### src/rtl/power_seq_ctrl.sv
// power_seq_ctrl: multi-domain power-gating sequencer.
// Each domain runs its own FSM and counter. The FSM walks isolation, retention
// and the power switch through an ordered sequence, and a level request starts it.
// The power-switch chain answers with an asynchronous ack. Each domain brings that
// ack into the clock domain through two flops. If the chain never answers, the
// domain parks in ERR until software clears it.
module power_seq_ctrl #(
    parameter int NUM_DOM  = 4,
    parameter int CNT_W    = 8,
    parameter int STEP_DLY = 4,
    parameter int ACK_TO   = 16
) (
    input  logic               clk,
    input  logic               rst,
    input  logic [NUM_DOM-1:0] req_off,
    input  logic [NUM_DOM-1:0] pse_ack,
    input  logic [NUM_DOM-1:0] clr_err,
    output logic [NUM_DOM-1:0] iso_en,
    output logic [NUM_DOM-1:0] ret_en,
    output logic [NUM_DOM-1:0] pse,
    output logic [NUM_DOM-1:0] dom_on,
    output logic [NUM_DOM-1:0] dom_off,
    output logic [NUM_DOM-1:0] err
);

    // State encoding. Legacy tools read these as plain constants.
    localparam logic [2:0] ST_ON      = 3'd0;
    localparam logic [2:0] ST_ISO_ON  = 3'd1;
    localparam logic [2:0] ST_RET_ON  = 3'd2;
    localparam logic [2:0] ST_PSW_OFF = 3'd3;
    localparam logic [2:0] ST_OFF     = 3'd4;
    localparam logic [2:0] ST_PSW_ON  = 3'd5;
    localparam logic [2:0] ST_RET_REL = 3'd6;
    localparam logic [2:0] ST_ERR     = 3'd7;

    // Timed states load STEP_LOAD on entry and count down to zero.
    // The exit happens on the edge that reads zero, so the dwell is exactly STEP_DLY cycles.
    localparam logic [CNT_W-1:0] STEP_LOAD = CNT_W'(STEP_DLY - 1);
    // Ack waits count up from zero. The wait edge that reads ACK_LAST is the ACK_TO-th edge.
    localparam logic [CNT_W-1:0] ACK_LAST  = CNT_W'(ACK_TO - 1);
    localparam logic [CNT_W-1:0] ACK_SAT   = CNT_W'(ACK_TO);
    localparam logic [CNT_W-1:0] CNT_ONE   = CNT_W'(1);

    logic [2:0]       state_q [NUM_DOM];
    logic [2:0]       state_d [NUM_DOM];
    logic [CNT_W-1:0] cnt_q   [NUM_DOM];
    logic [CNT_W-1:0] cnt_d   [NUM_DOM];

    logic [NUM_DOM-1:0] ack_meta_q;
    logic [NUM_DOM-1:0] ack_s_q;

    logic [NUM_DOM-1:0] iso_en_q,  iso_en_d;
    logic [NUM_DOM-1:0] ret_en_q,  ret_en_d;
    logic [NUM_DOM-1:0] pse_q,     pse_d;
    logic [NUM_DOM-1:0] dom_on_q,  dom_on_d;
    logic [NUM_DOM-1:0] dom_off_q, dom_off_d;
    logic [NUM_DOM-1:0] err_q,     err_d;

    // Two-flop synchroniser for the switch-chain acks. Reset value is "powered".
    always_ff @(posedge clk or posedge rst) begin
        if (rst) begin
            ack_meta_q <= '1;
            ack_s_q    <= '1;
        end else begin
            ack_meta_q <= pse_ack;
            ack_s_q    <= ack_meta_q;
        end
    end

    // Per-domain next state and counter. Requests are sampled only in the stable states ON and OFF.
    always_comb begin
        for (int i = 0; i < NUM_DOM; i++) begin
            state_d[i] = state_q[i];
            cnt_d[i]   = cnt_q[i];
            case (state_q[i])
                ST_ON: begin
                    if (req_off[i]) begin
                        state_d[i] = ST_ISO_ON;
                        cnt_d[i]   = STEP_LOAD;
                    end
                end
                ST_ISO_ON: begin
                    if (cnt_q[i] == '0) begin
                        state_d[i] = ST_RET_ON;
                        cnt_d[i]   = STEP_LOAD;
                    end else begin
                        cnt_d[i] = cnt_q[i] - CNT_ONE;
                    end
                end
                ST_RET_ON: begin
                    if (cnt_q[i] == '0) begin
                        state_d[i] = ST_PSW_OFF;
                        cnt_d[i]   = '0;
                    end else begin
                        cnt_d[i] = cnt_q[i] - CNT_ONE;
                    end
                end
                ST_PSW_OFF: begin
                    if (!ack_s_q[i]) begin
                        state_d[i] = ST_OFF;
                        cnt_d[i]   = '0;
                    end else if (cnt_q[i] >= ACK_LAST) begin
                        state_d[i] = ST_ERR;
                        cnt_d[i]   = ACK_SAT;
                    end else begin
                        cnt_d[i] = cnt_q[i] + CNT_ONE;
                    end
                end
                ST_OFF: begin
                    if (!req_off[i]) begin
                        state_d[i] = ST_PSW_ON;
                        cnt_d[i]   = '0;
                    end
                end
                ST_PSW_ON: begin
                    if (ack_s_q[i]) begin
                        state_d[i] = ST_RET_REL;
                        cnt_d[i]   = STEP_LOAD;
                    end else if (cnt_q[i] >= ACK_LAST) begin
                        state_d[i] = ST_ERR;
                        cnt_d[i]   = ACK_SAT;
                    end else begin
                        cnt_d[i] = cnt_q[i] + CNT_ONE;
                    end
                end
                ST_RET_REL: begin
                    if (cnt_q[i] == '0) begin
                        state_d[i] = ST_ON;
                        cnt_d[i]   = '0;
                    end else begin
                        cnt_d[i] = cnt_q[i] - CNT_ONE;
                    end
                end
                ST_ERR: begin
                    if (clr_err[i]) begin
                        state_d[i] = ST_OFF;
                        cnt_d[i]   = '0;
                    end
                end
                default: begin
                    state_d[i] = ST_ON;
                    cnt_d[i]   = '0;
                end
            endcase
        end
    end

    // Moore output decode from the next state, so the registered outputs change on the entry edge.
    always_comb begin
        iso_en_d  = '0;
        ret_en_d  = '0;
        pse_d     = '0;
        dom_on_d  = '0;
        dom_off_d = '0;
        err_d     = '0;
        for (int i = 0; i < NUM_DOM; i++) begin
            case (state_d[i])
                ST_ON: begin
                    pse_d[i]    = 1'b1;
                    dom_on_d[i] = 1'b1;
                end
                ST_ISO_ON, ST_RET_REL: begin
                    iso_en_d[i] = 1'b1;
                    pse_d[i]    = 1'b1;
                end
                ST_RET_ON, ST_PSW_ON: begin
                    iso_en_d[i] = 1'b1;
                    ret_en_d[i] = 1'b1;
                    pse_d[i]    = 1'b1;
                end
                ST_PSW_OFF: begin
                    iso_en_d[i] = 1'b1;
                    ret_en_d[i] = 1'b1;
                end
                ST_OFF: begin
                    iso_en_d[i]  = 1'b1;
                    ret_en_d[i]  = 1'b1;
                    dom_off_d[i] = 1'b1;
                end
                ST_ERR: begin
                    iso_en_d[i] = 1'b1;
                    ret_en_d[i] = 1'b1;
                    err_d[i]    = 1'b1;
                end
                default: begin
                    pse_d[i]    = 1'b1;
                    dom_on_d[i] = 1'b1;
                end
            endcase
        end
    end

    // State and counter registers. Reset puts every domain in ON immediately.
    always_ff @(posedge clk or posedge rst) begin
        if (rst) begin
            for (int i = 0; i < NUM_DOM; i++) begin
                state_q[i] <= ST_ON;
                cnt_q[i]   <= '0;
            end
        end else begin
            for (int i = 0; i < NUM_DOM; i++) begin
                state_q[i] <= state_d[i];
                cnt_q[i]   <= cnt_d[i];
            end
        end
    end

    // Output registers. They are glitch-free drivers for the iso/ret/switch cells.
    always_ff @(posedge clk or posedge rst) begin
        if (rst) begin
            iso_en_q  <= '0;
            ret_en_q  <= '0;
            pse_q     <= '1;
            dom_on_q  <= '1;
            dom_off_q <= '0;
            err_q     <= '0;
        end else begin
            iso_en_q  <= iso_en_d;
            ret_en_q  <= ret_en_d;
            pse_q     <= pse_d;
            dom_on_q  <= dom_on_d;
            dom_off_q <= dom_off_d;
            err_q     <= err_d;
        end
    end

    assign iso_en  = iso_en_q;
    assign ret_en  = ret_en_q;
    assign pse     = pse_q;
    assign dom_on  = dom_on_q;
    assign dom_off = dom_off_q;
    assign err     = err_q;

endmodule

### config.mk
export PLATFORM = sky130hd
export DESIGN_NAME = power_seq_ctrl
export DESIGN_NICKNAME = d
export VERILOG_FILES = /design/src/rtl/power_seq_ctrl.sv
export SDC_FILE = /design/constraint.sdc
export NUM_CORES = 1
export LEC_CHECK = 0
export ABC_AREA = 1
export CAP_MARGIN = 20
export CORE_MARGIN = 3
export CORE_UTILIZATION = 53
export DETAILED_ROUTE_END_ITERATION = 6
export PLACE_DENSITY = 0.79
export SYNTH_ARGS = -nofsm -noshare
export SYNTH_HDL_FRONTEND = slang
export SYNTH_SLANG_ARGS = --single-unit
### constraint.sdc
create_clock -name clk -period 2.3 [get_ports clk]
set_input_delay 0.46 -clock clk [delete_from_list [all_inputs] [get_ports clk]]
set_output_delay 0.46 -clock clk [all_outputs]
set_load 0.01 [all_outputs]
==> results.md, run 1 <==
* Status: completed
* Crit. Startpoint: cnt_q[9]
* GRT overflow at 0
* Root Buffer Master: clkbuf_8
* Clk slew on worst S/H paths at about 80 ps
* RR Endpoint: cnt_q[10]
* Period utilisation layout at about 83%
* Post-Place Cells at between 700 and 800
* Comb power frac at about three fifths
* Drt drc at 0
* Final HPWL DP at just over 7 mm
* Synth cell types at 44
* Core Area at approximately 8300 sq um
* GRT Util Overall at between 20% and 30%
* Post-Syn Nets at 600
* Layout Cells excl Fill at between 700 and 800
* Hold crit path type: reg -> reg
* Synth-to-layout area growth at 15.6%
* Die area at 9920 sq um
* CTS Sinks at 76
* Initial antenna violation count at 0
* Vias in the first global route at 3777
* Dominant synthesized flop cell: dfrtp_1
* Fin Setup TNS at 0 ps
* Max clock buf depth at 2
* TritonCTS buffer count at 9
* PortBufs at 37
* Pint at around 4.4 mW
* Buf/Inv on CP at 1
* CTS HTree Levels at 3
* Flip-flop and latch area at 1920 sq um
* Post-synth EDFFs at 0
* Largest net degree at the start of global routing at 31
* Startpoint types: flop
* DRT antenna net count at 0
* Stages on worst setup path at 7
* Post-CTS sizing at 0
* Drt first pass iters at 5
* Final WL at around 9.5 mm
* Post-synth ARST share at 100%
* Cts hold-fix bufs at 0
* Final Hold Fails at 0
* CP Max Fanout at 6
* Vias per inst at 5.39
* Final Critical Period at 1900 ps
* CP endpoint kind: flop
* Register area share after synthesis at about 41%
* Switching part of the total power at 48.8%
* Fmax at 525 MHz
* Worst Setup EP: cnt_q[10]
* Fillers at between 600 and 700
* Setup Buffers After CTS at 0
* Worst clock skew at ~7.1 ps
* Skew-Pair Late Insertion Delay at approximately 350 ps
* Crit path DAT at around 2100 ps
* First-pass GRT wire length at 16.7 mm
* Initial drt markers at 195
* FF+latch count, synth at 76
* Antenna cell count at 0
* Pwr Density at roughly 1600 nW/um^2
* Unrepaired setup endpoints after global routing: false
* Rows at 33
* Placement Cell Area at ~5100 sq um
* Starting density of the core at a little under three fifths
* RePlAce Congestion at ~0.90
* Relative slew slack at about three fifths
* Routed WL per cell at 13.0 um
* Slew Viols, Final at 0
* FF-to-FF setup slack at between 300 and 400 ps
* Total power at approximately 8.6 mW
* Synth warnings at 0
* Synth Cell Area at ~4600 sq um
* Fraction of layout cells with a size suffix above 1 at 19.5%
* Cell repeated most along the worst path: nor2_1
* Largest vdd supply drop at 777 uV
* Io pins at 38
* Critical-path top delay cell: dfrtp_1
* CP Data Required Time at approximately 2500 ps
* Nets at around 640
* Via Count at between 3000 and 4000
* R2R Path Start: cnt_q[9]
* Area of the multi-input gates at 2310 sq um
* Clock share of power at about an eighth
* CP Cell Sequence: inv_1 > ha_1 > nand3_2 > nor2_1 > nor2_1 > nor2_1 > o221ai_1
* Cell family with most CP delay: simple AND/OR/NAND/NOR gates
* Overall die width at about 100 um
* TritonCTS clock tree: yes
* Slowest stage delay, CP at ~420 ps
* Post-Syn Area per Cell at about 8.0 sq um
* Die height at around 100 um
* Sequential share of power at approximately 29%
* Hold Startpoint: ack_meta_q[2]
* Post-Synthesis Cells at around 580
* Worst-Margin Slew at 580 ps
* Sw Pwr at 4.22 mW
* Final setup fails at 0
* Maxcap violations at 0
* Reg2reg path depth at 7
* Leakage at about 2.6 nW
* Worst hold slack at 358 ps
* CP Class: reg -> reg
* Fin area at between 5000 and 6000 sq um
stage by stage:
step | util, % | setup WS (ps)
floorplan | - | 742
global placement | 61.6 | 469
detailed placement | 61.6 | 432
CTS | 64.3 | 385
global route | 64.3 | 177
finish | 64.3 | 397
state kept, by name, indices dropped and copies added (netlist names):
name        cells
ret_en          4
cnt_q          32
iso_en          4
ack_s_q         4
pse             4
ack_meta_q      4
state_q        12
err             4
dom_on          4
dom_off         4
worst reg2reg max path, cell delays in order, from the launching register on:
cell and delay, ps:
dfrtp_1 420, inv_1 120, ha_1 220, nand3_2 130
nor2_1 200, nor2_1 100, nor2_1 370, o221ai_1 210
kinds of logic after synthesis:
kind of cell | count (synthesis) | share of synthesized area (%)
adders and majority gates | 9 | 2.43
and+or+nand+nor | 294 | 33.1
AOI/OAI and AO/OA | 74 | 10.2
DFF | 76 | 41.4
buffers and inverters | 102 | 8.76
xor gates and xnor gates | 22 | 4.15
power groups by stage:
stage / sequential, mW / clock [mW] / combinational [mW]
6_report: 2.47 / 1.13 / 5.04
5_1_grt: 2.56 / 1.22 / 5.68
4_1_cts: 2.47 / 1.17 / 5.03
3_5_place_dp: 2.49 / 0 / 4.99
3_3_place_gp: 2.46 / 0 / 4.84
2_1_floorplan: 2.37 / 0 / 3.96
cells in the mapped netlist, types with 4 or more instances:
cell / count / area, sq um
inv_1: 72 / 270
nor2_4: 8 / 90.1
dfstp_2: 16 / 420
o221ai_1: 8 / 70.1
nor3_2: 4 / 40.0
nor2_1: 64 / 240
nand3_2: 6 / 60.1
inv_2: 23 / 86.3
o21bai_1: 4 / 30.0
dfrtp_1: 60 / 1500
a22oi_1: 4 / 30.0
o22ai_1: 9 / 56.3
nand4_1: 12 / 75.1
nand2_1: 96 / 360
o211ai_1: 5 / 37.5
o21ai_0: 14 / 70.1
xnor2_1: 5 / 43.8
nand3_1: 48 / 240
nand2_2: 16 / 100
ha_1: 9 / 113
xor2_1: 17 / 149
nor2_2: 16 / 100
nor3_1: 10 / 50.1
a21oi_1: 9 / 45.0
o21ai_1: 10 / 50.1
final cells by class:
| class | instances | share of cell area (%) |
|---|---|---|
| repair buffers | 39 | 7.65 |
| flip-flops and latches | 76 | 35.8 |
| well taps | 105 | 2.45 |
| inverters | 96 | 6.81 |
| multi-input cells | 399 | 43.1 |
| clock buffers | 9 | 2.31 |
| clock inverters | 7 | 1.82 |
worst min-delay path by stage:
stage | end | slack [ps] | cells after the start
after global placement | ack_s_q[2] | 350 | 0
after detailed placement | ack_s_q[3] | 350 | 0
after global routing | ack_s_q[0] | 370 | 0
after floorplan | ack_s_q[0] | 350 | 0
after CTS | ack_s_q[2] | 360 | 0
final | ack_s_q[2] | 360 | 0
cell usage in the layout (no fill, tap or decap), types with 10 or more instances in the layout:
master,instances
dfrtp_1,60
nor2_2,16
nand3_1,48
inv_1,71
clkdlybuf4s50_1,37
o21ai_1,10
nand4_1,12
nor3_1,10
nand2_1,96
xor2_1,17
nor2_1,64
nand2_2,16
o21ai_0,14
dfstp_2,16
inv_2,23
layer usage:
metal  share of wire [%]  global-route usage, %  up-vias
met5                   0                      0        -
met4                 1.3                   6.62        0
met2                  49                   33.6      106
met3                 4.5                   4.42       11
met1                  46                   27.6     1856
li1                    -                      -     1970
Power figures use the tool's default switching activity.
==> run 2: changes to the inputs <==
--- a/config.mk
+++ b/config.mk
@@ -8,9 +8,9 @@
 export ABC_AREA = 1
 export CAP_MARGIN = 20
 export CORE_MARGIN = 3
-export CORE_UTILIZATION = 53
+export CORE_UTILIZATION = 55
 export DETAILED_ROUTE_END_ITERATION = 6
-export PLACE_DENSITY = 0.79
+export PLACE_DENSITY = 0.78
 export SYNTH_ARGS = -nofsm -noshare
 export SYNTH_HDL_FRONTEND = slang
 export SYNTH_SLANG_ARGS = --single-unit
==> constraint.sdc (replaced) <==
create_clock -name clk -period 1.8 [get_ports clk]
set_input_delay 0.36 -clock clk [delete_from_list [all_inputs] [get_ports clk]]
set_output_delay 0.36 -clock clk [all_outputs]
set_load 0.01 [all_outputs]
==> results.md, run 2 (synthesis gave the netlist of run 1 again) <==
* Status: completed
* Leakage at 2.62 nW
* Maxcap violations at 0
* Initial drt markers at between 150 and 200
* Clk slew on worst S/H paths at 80 ps
* GRT Util Overall at 21.8%
* Largest net degree at the start of global routing at 66
* Starting density of the core at roughly 58%
* Largest vdd supply drop at roughly 1200 uV
* DRT antenna net count at 0
* Worst-Margin Slew at 370 ps
* Die height at roughly 98 um
* Initial antenna violation count at 0
* Fillers at between 600 and 700
* Cell family with most CP delay: flip-flops
* First-pass GRT wire length at about 17 mm
* TritonCTS clock tree: yes
* Max clock buf depth at 2
* Slowest stage delay, CP at roughly 530 ps
* CTS Sinks at 76
* Vias in the first global route at between 3000 and 4000
* Commonest cells after routing, fill and taps aside: nand2_1, inv_1, nor2_1
* Final setup fails at 0
* Vias per inst at approximately 5.4
* GRT overflow at 0
* Skew-Pair Late Insertion Delay at 360 ps
* CP Data Required Time at 1440 ps
* Die area at 9580 sq um
* Routed WL per cell at 13.5 um
* Synth-to-layout area growth at 17.7%
* Antenna cell count at 0
* Fin area at approximately 5500 sq um
* Cts hold-fix bufs at 0
* Final Hold Fails at 0
* Drt first pass iters at 4
* Buf/Inv on CP at 1
* Commonest non-fill, non-tap cell in the layout: nand2_1
* Top Registers: cnt_q (32), state_q (12)
* Root Buffer Master: clkbuf_8
* Via Count at 3989
* PortBufs at 37
* Pwr Density at 2070 nW/um^2
* Fmax at about 570 MHz
* CP Max Fanout at 1
* Worst clock skew at between 9 and 10 ps
* Slew Viols, Final at 0
* Crit path DAT at approximately 1400 ps
* CTS HTree Levels at 3
* Final Critical Period at 1770 ps
* Io pins at 38
* Nets at 655
* Relative slew slack at around three quarters
* Placement Cell Area at between 5000 and 6000 sq um
* CP endpoint kind: output port
* CP Cell Sequence: clkdlybuf4s50_1
* Drt drc at 0
* Hold crit path type: reg -> reg
* Startpoint types: flop
* TritonCTS buffer count at 9
* Biggest register: cnt_q
* CP Class: reg -> out
* Core Area at ~8000 sq um
* Max FFs per register at 32
* Fraction of layout cells with a size suffix above 1 at between 20% and 30%
* Rows at 32
* Critical-path top delay cell: dfstp_2
* Final WL at ~10 mm
* Total power at around 11 mW
* Fin Setup TNS at 0 ps
* Final HPWL DP at roughly 7.4 mm
* RePlAce Congestion at around 0.93
* Unrepaired setup endpoints after global routing: false
* Period utilisation layout at roughly 100%
* Overall die width at approximately 100 um
==> run 2: changes by cell type in the layout (fill, tap and decap cells not counted), moves of 3 or more <==
cell / previous run / this run
clkdlybuf4s50_1: 37 / 34
nor2_1: 64 / 60
buf_4: 0 / 12
ha_1: 9 / 5
ha_2: 0 / 3
==> run 2: final timing paths <==
check	from	end	slack (ps)	cells after the start
worst max-delay path	dom_on[0]	dom_on[0]	30	1
worst min register to register	ack_meta_q[1]	ack_s_q[1]	360	0
max in group asynchronous	rst	pse[1]	1020	3
worst max register to register	cnt_q[8]	ret_en[2]	120	9
min in group asynchronous	rst	iso_en[0]	400	3
worst min-delay path	ack_meta_q[1]	ack_s_q[1]	360	0
==> run 2: per-layer routing <==
layer / global-route usage, % / vias to the layer above / share of wire, %
li1: - / 1996 / -
met5: 0 / - / 0
met4: 8.73 / 0 / 2.2
met1: 27.2 / 1891 / 44
met3: 3.93 / 16 / 4.0
met2: 37.4 / 86 / 50
==> run 2: what timing repair did <==
action / 4_1_cts / 5_1_grt
cloned: 0 / 0
setup endpoints to repair: 2 / 24
pin swaps: 0 / 3
buffers inserted: 0 / 2
resized for setup: 2 / 17
==> run 2: area by class of cell <==
type	instances	area [sq um]	share of cell area, %
multi-input cells	399	2360	43.2
inverters	96	365	6.69
clock buffers	12	155	2.84
repair buffers	50	484	8.87
flip-flops and latches	76	1920	35.2
well taps	102	128	2.34
clock inverters	4	47.5	0.871
==> run 2: metrics by stage <==
stage | util (%) | cells | worst slack (ps) | hold slack (ps)
6_report | 68.5 | 739 | 31.9 | 358
3_5_place_dp | 65.2 | 721 | -0.785 | 347
5_1_grt | 68.5 | 739 | 0.651 | 362
3_3_place_gp | 65.2 | 721 | 86.1 | 347
2_1_floorplan | - | 577 | 242 | 345
4_1_cts | 67.7 | 737 | 12.3 | 359
==> run 2: power by group <==
group | internal (mW) | total [mW] | leakage [nW] | switching (mW)
logic | 2.60 | 6.81 | 1.60 | 4.21
registers | 2.46 | 3.16 | 0.921 | 0.694
clock network | 0.712 | 1.35 | 0.102 | 0.635
==> run 3: changes to the inputs <==
--- a/config.mk
+++ b/config.mk
@@ -11,6 +11,7 @@
 export CORE_UTILIZATION = 55
 export DETAILED_ROUTE_END_ITERATION = 6
 export PLACE_DENSITY = 0.78
+export SETUP_SLACK_MARGIN = 0.3
 export SYNTH_ARGS = -nofsm -noshare
 export SYNTH_HDL_FRONTEND = slang
 export SYNTH_SLANG_ARGS = --single-unit
==> results.md, run 3 (synthesis gave the netlist of run 1 again) <==
* Status: completed
* Largest vdd supply drop at 1290 uV
* Final WL at around 13 mm
* GRT overflow at 0
* RePlAce Congestion at 0.896
* Pre-CTS setup slack at approximately 30 ps
* Max Used Layer: met4
* Sequential share of power at between 20 and 25%
* Crit path DAT at 1870 ps
* Antenna cell count at 0
* Worst-Margin Slew at between 200 and 300 ps
* CP Max Fanout at 6
* CP Data Required Time at 2020 ps
* Clk slew on worst S/H paths at 90 ps
* Met2 wire len at approximately 6.4 mm
* Post-Place Cells at 714
* Final Hold Fails at 0
* Pint at approximately 7.3 mW
* Relative slew slack at between 80 and 90%
* Crit. Startpoint: cnt_q[8]
* FF-to-FF setup slack at about 150 ps
* Commonest non-fill, non-tap cell in the layout: nand2_1
* Unrepaired setup endpoints after global routing: true
* Biggest register: cnt_q
* Core Area at between 7000 and 8000 sq um
* Maxcap violations at 0
* Placement Cell Area at about 5200 sq um
* Final Critical Period at 1650 ps
* Fmax at slightly above 600 MHz
* Switching part of the total power at 49.4%
* Final HPWL DP at around 7.1 mm
* Vias per inst at 5.61
* Hold crit path type: reg -> reg
* Reg2reg path depth at 10
* Period utilisation layout at 91.6%
* Sw Pwr at just over 7 mW
* Setup slack after layout at approximately 150 ps
* Fin area at around 6500 sq um
* Worst clock skew at approximately 14 ps
* Root Buffer Master: clkbuf_8
* Max FFs per register at 32
* WL met1 at about 5.2 mm
* Synth-to-layout area growth at 39.5%
* Via Count at approximately 4500
* Die height at 97.9 um
* Starting density of the core at roughly three fifths
* GRT Util Overall at 23.4%
* CP endpoint kind: flop
* Die area at between 9000 and 10000 sq um
* R2R Path Start: cnt_q[8]
* Commonest cells after routing, fill and taps aside: nand2_1, buf_4, inv_1
* Fraction of layout cells with a size suffix above 1 at a little under half
* TritonCTS buffer count at 9
* Final setup fails at 0
* CTS Sinks at 76
* Fillers at approximately 460
* Vias in the first global route at between 4000 and 5000
* CP Class: reg -> reg
* Rows at 32
* Initial antenna violation count at 0
* Fin Setup TNS at 0 ps
* Top Registers: cnt_q (32), state_q (12)
* Worst Setup EP: cnt_q[11]
* Layout Cells excl Fill at 796
* PortBufs at 37
* DRT antenna net count at 0
* Skew-Pair Late Insertion Delay at approximately 360 ps
* CTS HTree Levels at 3
* Drt first pass iters at 5
* RR Endpoint: cnt_q[11]
* Total power at 14.4 mW
* Nets at ~700
* Max clock buf depth at 2
* Clock share of power at roughly a tenth
* Io pins at 38
* Pwr Density at roughly 2200 nW/um^2
* Routed wl met3 at between 700 and 800 um
* Initial drt markers at 200
* TritonCTS clock tree: yes
* Drt drc at 0
* Comb power frac at 67.4%
* Slew Viols, Final at 0
* Largest net degree at the start of global routing at 53
* Routed WL per cell at about 16 um
* Cts hold-fix bufs at 0
* Startpoint types: flop
* First-pass GRT wire length at 18.8 mm
* Leakage at 3.03 nW
* Overall die width at 97.9 um
run 3: cell types whose count changed in the layout (fill, tap and decap cells not counted), sizes merged:
| cell | change |
|---|---|
| dlygate4sd2 | +15 |
| clkdlybuf4s50 | -21 |
| buf | +57 |
| bufinv | +1 |
| clkdlybuf4s15 | +3 |
| clkinvlp | +1 |
| clkbuf | +3 |
| dlymetal6s2s | -2 |
run 3: power by group through the flow:
stage | Clock [mW] | Combinational (mW) | Sequential, mW
finish | 1.45 | 9.70 | 3.24
global route | 1.55 | 10.6 | 3.32
CTS | 1.46 | 7.62 | 3.17
detailed placement | 0 | 6.45 | 3.18
global placement | 0 | 6.27 | 3.17
floorplan | 0 | 5.09 | 3.03
run 3: timing repair:
action	in CTS	in global routing
setup endpoints to repair	81	66
resized for setup	113	118
buffers inserted	30	36
pin swaps	44	47
run 3: cell type report:
class / count / area, sq um / share of cell area (%)
Clock inverter: 6 / 88.8 / 1.37
Inverter: 96 / 375 / 5.80
Clock buffer: 10 / 128 / 1.97
Tap cell: 102 / 128 / 1.97
Sequential cell: 76 / 1940 / 30.0
Multi-Input combinational cell: 399 / 2920 / 45.1
Timing Repair Buffer: 107 / 893 / 13.8
run 3: metal layers:
metal  track usage, %  vias up
met5                0        -
met3             4.14       42
met4             7.99        0
met2             40.6      160
li1                 -     2118
met1             29.6     2142
run 3: through the flow:
stage	utilization [%]	hold slack, ps
2_1_floorplan	-	345
3_3_place_gp	64.7	345
3_5_place_dp	64.7	347
4_1_cts	73.5	359
5_1_grt	81.3	364
6_report	81.3	358
run 3: worst min-delay path by stage:
stage          slack (ps)    endpoint  cells after the start           from
2_1_floorplan         350  ack_s_q[0]                      0  ack_meta_q[0]
3_3_place_gp          350  ack_s_q[0]                      0  ack_meta_q[0]
3_5_place_dp          350  ack_s_q[2]                      0  ack_meta_q[2]
4_1_cts               360  ack_s_q[0]                      0  ack_meta_q[0]
5_1_grt               360  ack_s_q[0]                      0  ack_meta_q[0]
6_report              360  ack_s_q[0]                      0  ack_meta_q[0]
run 3: critical path, stage by stage (launching register included):
cell	delay [ps]
dfrtp_1	430
inv_2	100
ha_4	140
nand3_4	80
inv_2	90
nand2_4	80
nand2_4	90
buf_6	110
inv_4	30
nor2_4	190
o221ai_1	160
==> RTL change (config.mk and constraints of run 2) <==
The parameter `NUM_DOM` goes from 4 to 2.
--- a/src/rtl/power_seq_ctrl.sv
+++ b/src/rtl/power_seq_ctrl.sv
@@ -7,3 +7,3 @@
 module power_seq_ctrl #(
-    parameter int NUM_DOM  = 4,
+    parameter int NUM_DOM  = 2,
     parameter int CNT_W    = 8,
Interface: changed (9 resized); port bits go from 38 to 20. The function was not compared with the original's and may differ.
==> RTL change against run 2 <==
  * Cell area fell by 50%
  * Count of clock-buffer cells in the layout fell by 7
  * Critical endpoint unchanged
  * Synthesized area is 52% lower
  * Maximum frequency rose by 2.8%
  * Global-route usage is 2.5 points lower
  * Power decreased by 52%
  * Largest cell class unchanged
  * Critical path type unchanged
  * Wire length is 57% lower
  * Worst setup slack better by 0.049 ns
  * Sequential cell count decreased by 38
==> RTL change: results (changes against run 2) <==
grt:
  grt_first_pass_wirelength_mm: 7.71  # -55%
  met1_usage_pct: 26.5  # -0.71 points
  grtUsageTotal_pct: 19.3  # -2.5 points
  grt_pass1_vias: 1792  # -55%
  grt_max_degree: 39  # -41%
  grt.met2_usage_pct: 29.9  # -7.5 points
  grt.met3_usage_pct: 6.76  # +2.8 points
setup_path:
  critPathSlowestCell: "clkdlybuf4s50_1"
  critPathArrivalTime_ns: 1.36  # -0.05 ns
  crit_family: "buffers and inverters"
  r2r_end: "ret_en[1]"
  max_stage_delay_ns: 0.55  # +0.02 ns
  r2r_setup_slack_ns: 0.17  # +0.05 ns
  ff2ff_path_depth: 11  # +2
  crit-reg2reg-launch: "cnt_q[1]"
  crit_path_end: "dom_on[0]"
routing:
  top_layer: "met4"
  wl_mm: 4.28  # -57%
  firstDrtPassIters: 4  # unchanged
  num_vias: 1886  # -53%
  wl_met2_mm: 1.90  # -62%
  m1WireLength_mm: 2.09  # -52%
  drtIter0Drc: 115  # -25%
  route.met3.wl_um: 257  # -35%
cts:
  ctsHtreeMaxLevel: 2  # -1
  insertion_delay_ns: 0.29  # -0.07 ns
  cts_buffers: 5  # -4
finish:
  reg_top3: "cnt_q x16, state_q x6"
  fillerInstances: 292  # -54%
  diodes: 0  # unchanged
  layout.nets: 336  # -49%
  layout-drive-gt1-share_pct: 16.7  # -6.1 points
synthesis:
  synth_cell_types: 30  # -32%
  ys_warn_count: 0  # unchanged
  synth_commonest_cells: "nand2_1 (55), inv_1 (54), dfrtp_1 (30), nor2_1 (30), nand3_1 (21)"
  ys_top_cells_by_area: "dfrtp_1 (33%), dfstp_2 (9.3%), nand2_1 (9.2%)"
  synth_flop_cell: "dfrtp_1"
  synthAdderAreaFrac_pct: 2.78  # +0.36 points
  ys_seq_area_share_pct: 42.7  # +1.3 points
  synth_compound_area_share_pct: 10.4  # +0.16 points
  syn_nets: 305  # -49%
  synth_xor_area_share_pct: 4.28  # +0.13 points
  synthArstFlopShare_pct: 100  # unchanged
  synthMuxAreaShare_pct: 0  # unchanged
place:
  place_congestion: 0.956  # +3.1%
  io_buffers: 19  # -49%
  dp_slack_ns: 0.0683  # +0.0691 ns
  dp_hpwl_mm: 3.26  # -56%
sta:
  worstMarginPinSlew_ns: 0.435  # +0.0654 ns
  skew_ns: 0.00978  # +0.000569 ns
  finalWorstSetupSlack_ns: 0.0807  # +0.0488 ns
worst_hold_path:
  min_path_cells: 0  # unchanged
run_status:
  status: "finished clean"
pwr:
  leakagePower_nw: 1.39  # -47%
  ir_drop_v: 0.00129  # +5.7%
RTL change: where the power goes:
part | switching (mW) | internal (mW)
clock network | 0.309 | 0.555
registers | 0.281 | 1.22
logic | 1.84 | 1.21
RTL change: area by class of cell:
cell class                 count  area [sq um]  share of cell area (%)
sequential                    38           962                    35.4
timing repair buffer          25           248                    9.11
clock buffer                   5          68.8                    2.53
inverter                      57           214                    7.87
multi-input combinational    196          1100                    40.4
clock inverter                 3          68.8                    2.53
tap                           48          60.1                    2.21
RTL change: per-stage QoR:
stage	hold WS, ns	area, sq um	cells	total power [mW]	util [%]
detailed placement	0.349	2540	363	4.44	66.8
CTS	0.354	2680	371	5.32	70.4
floorplan	0.345	2250	292	3.68	-
finish	0.354	2720	372	5.42	71.6
global placement	0.346	2540	363	4.37	66.8
global route	0.358	2720	372	5.97	71.6
RTL change: what timing repair did:
action	4_1_cts	5_1_grt
setup endpoints to repair	0	14
buffers inserted	0	1
resized for setup	0	11
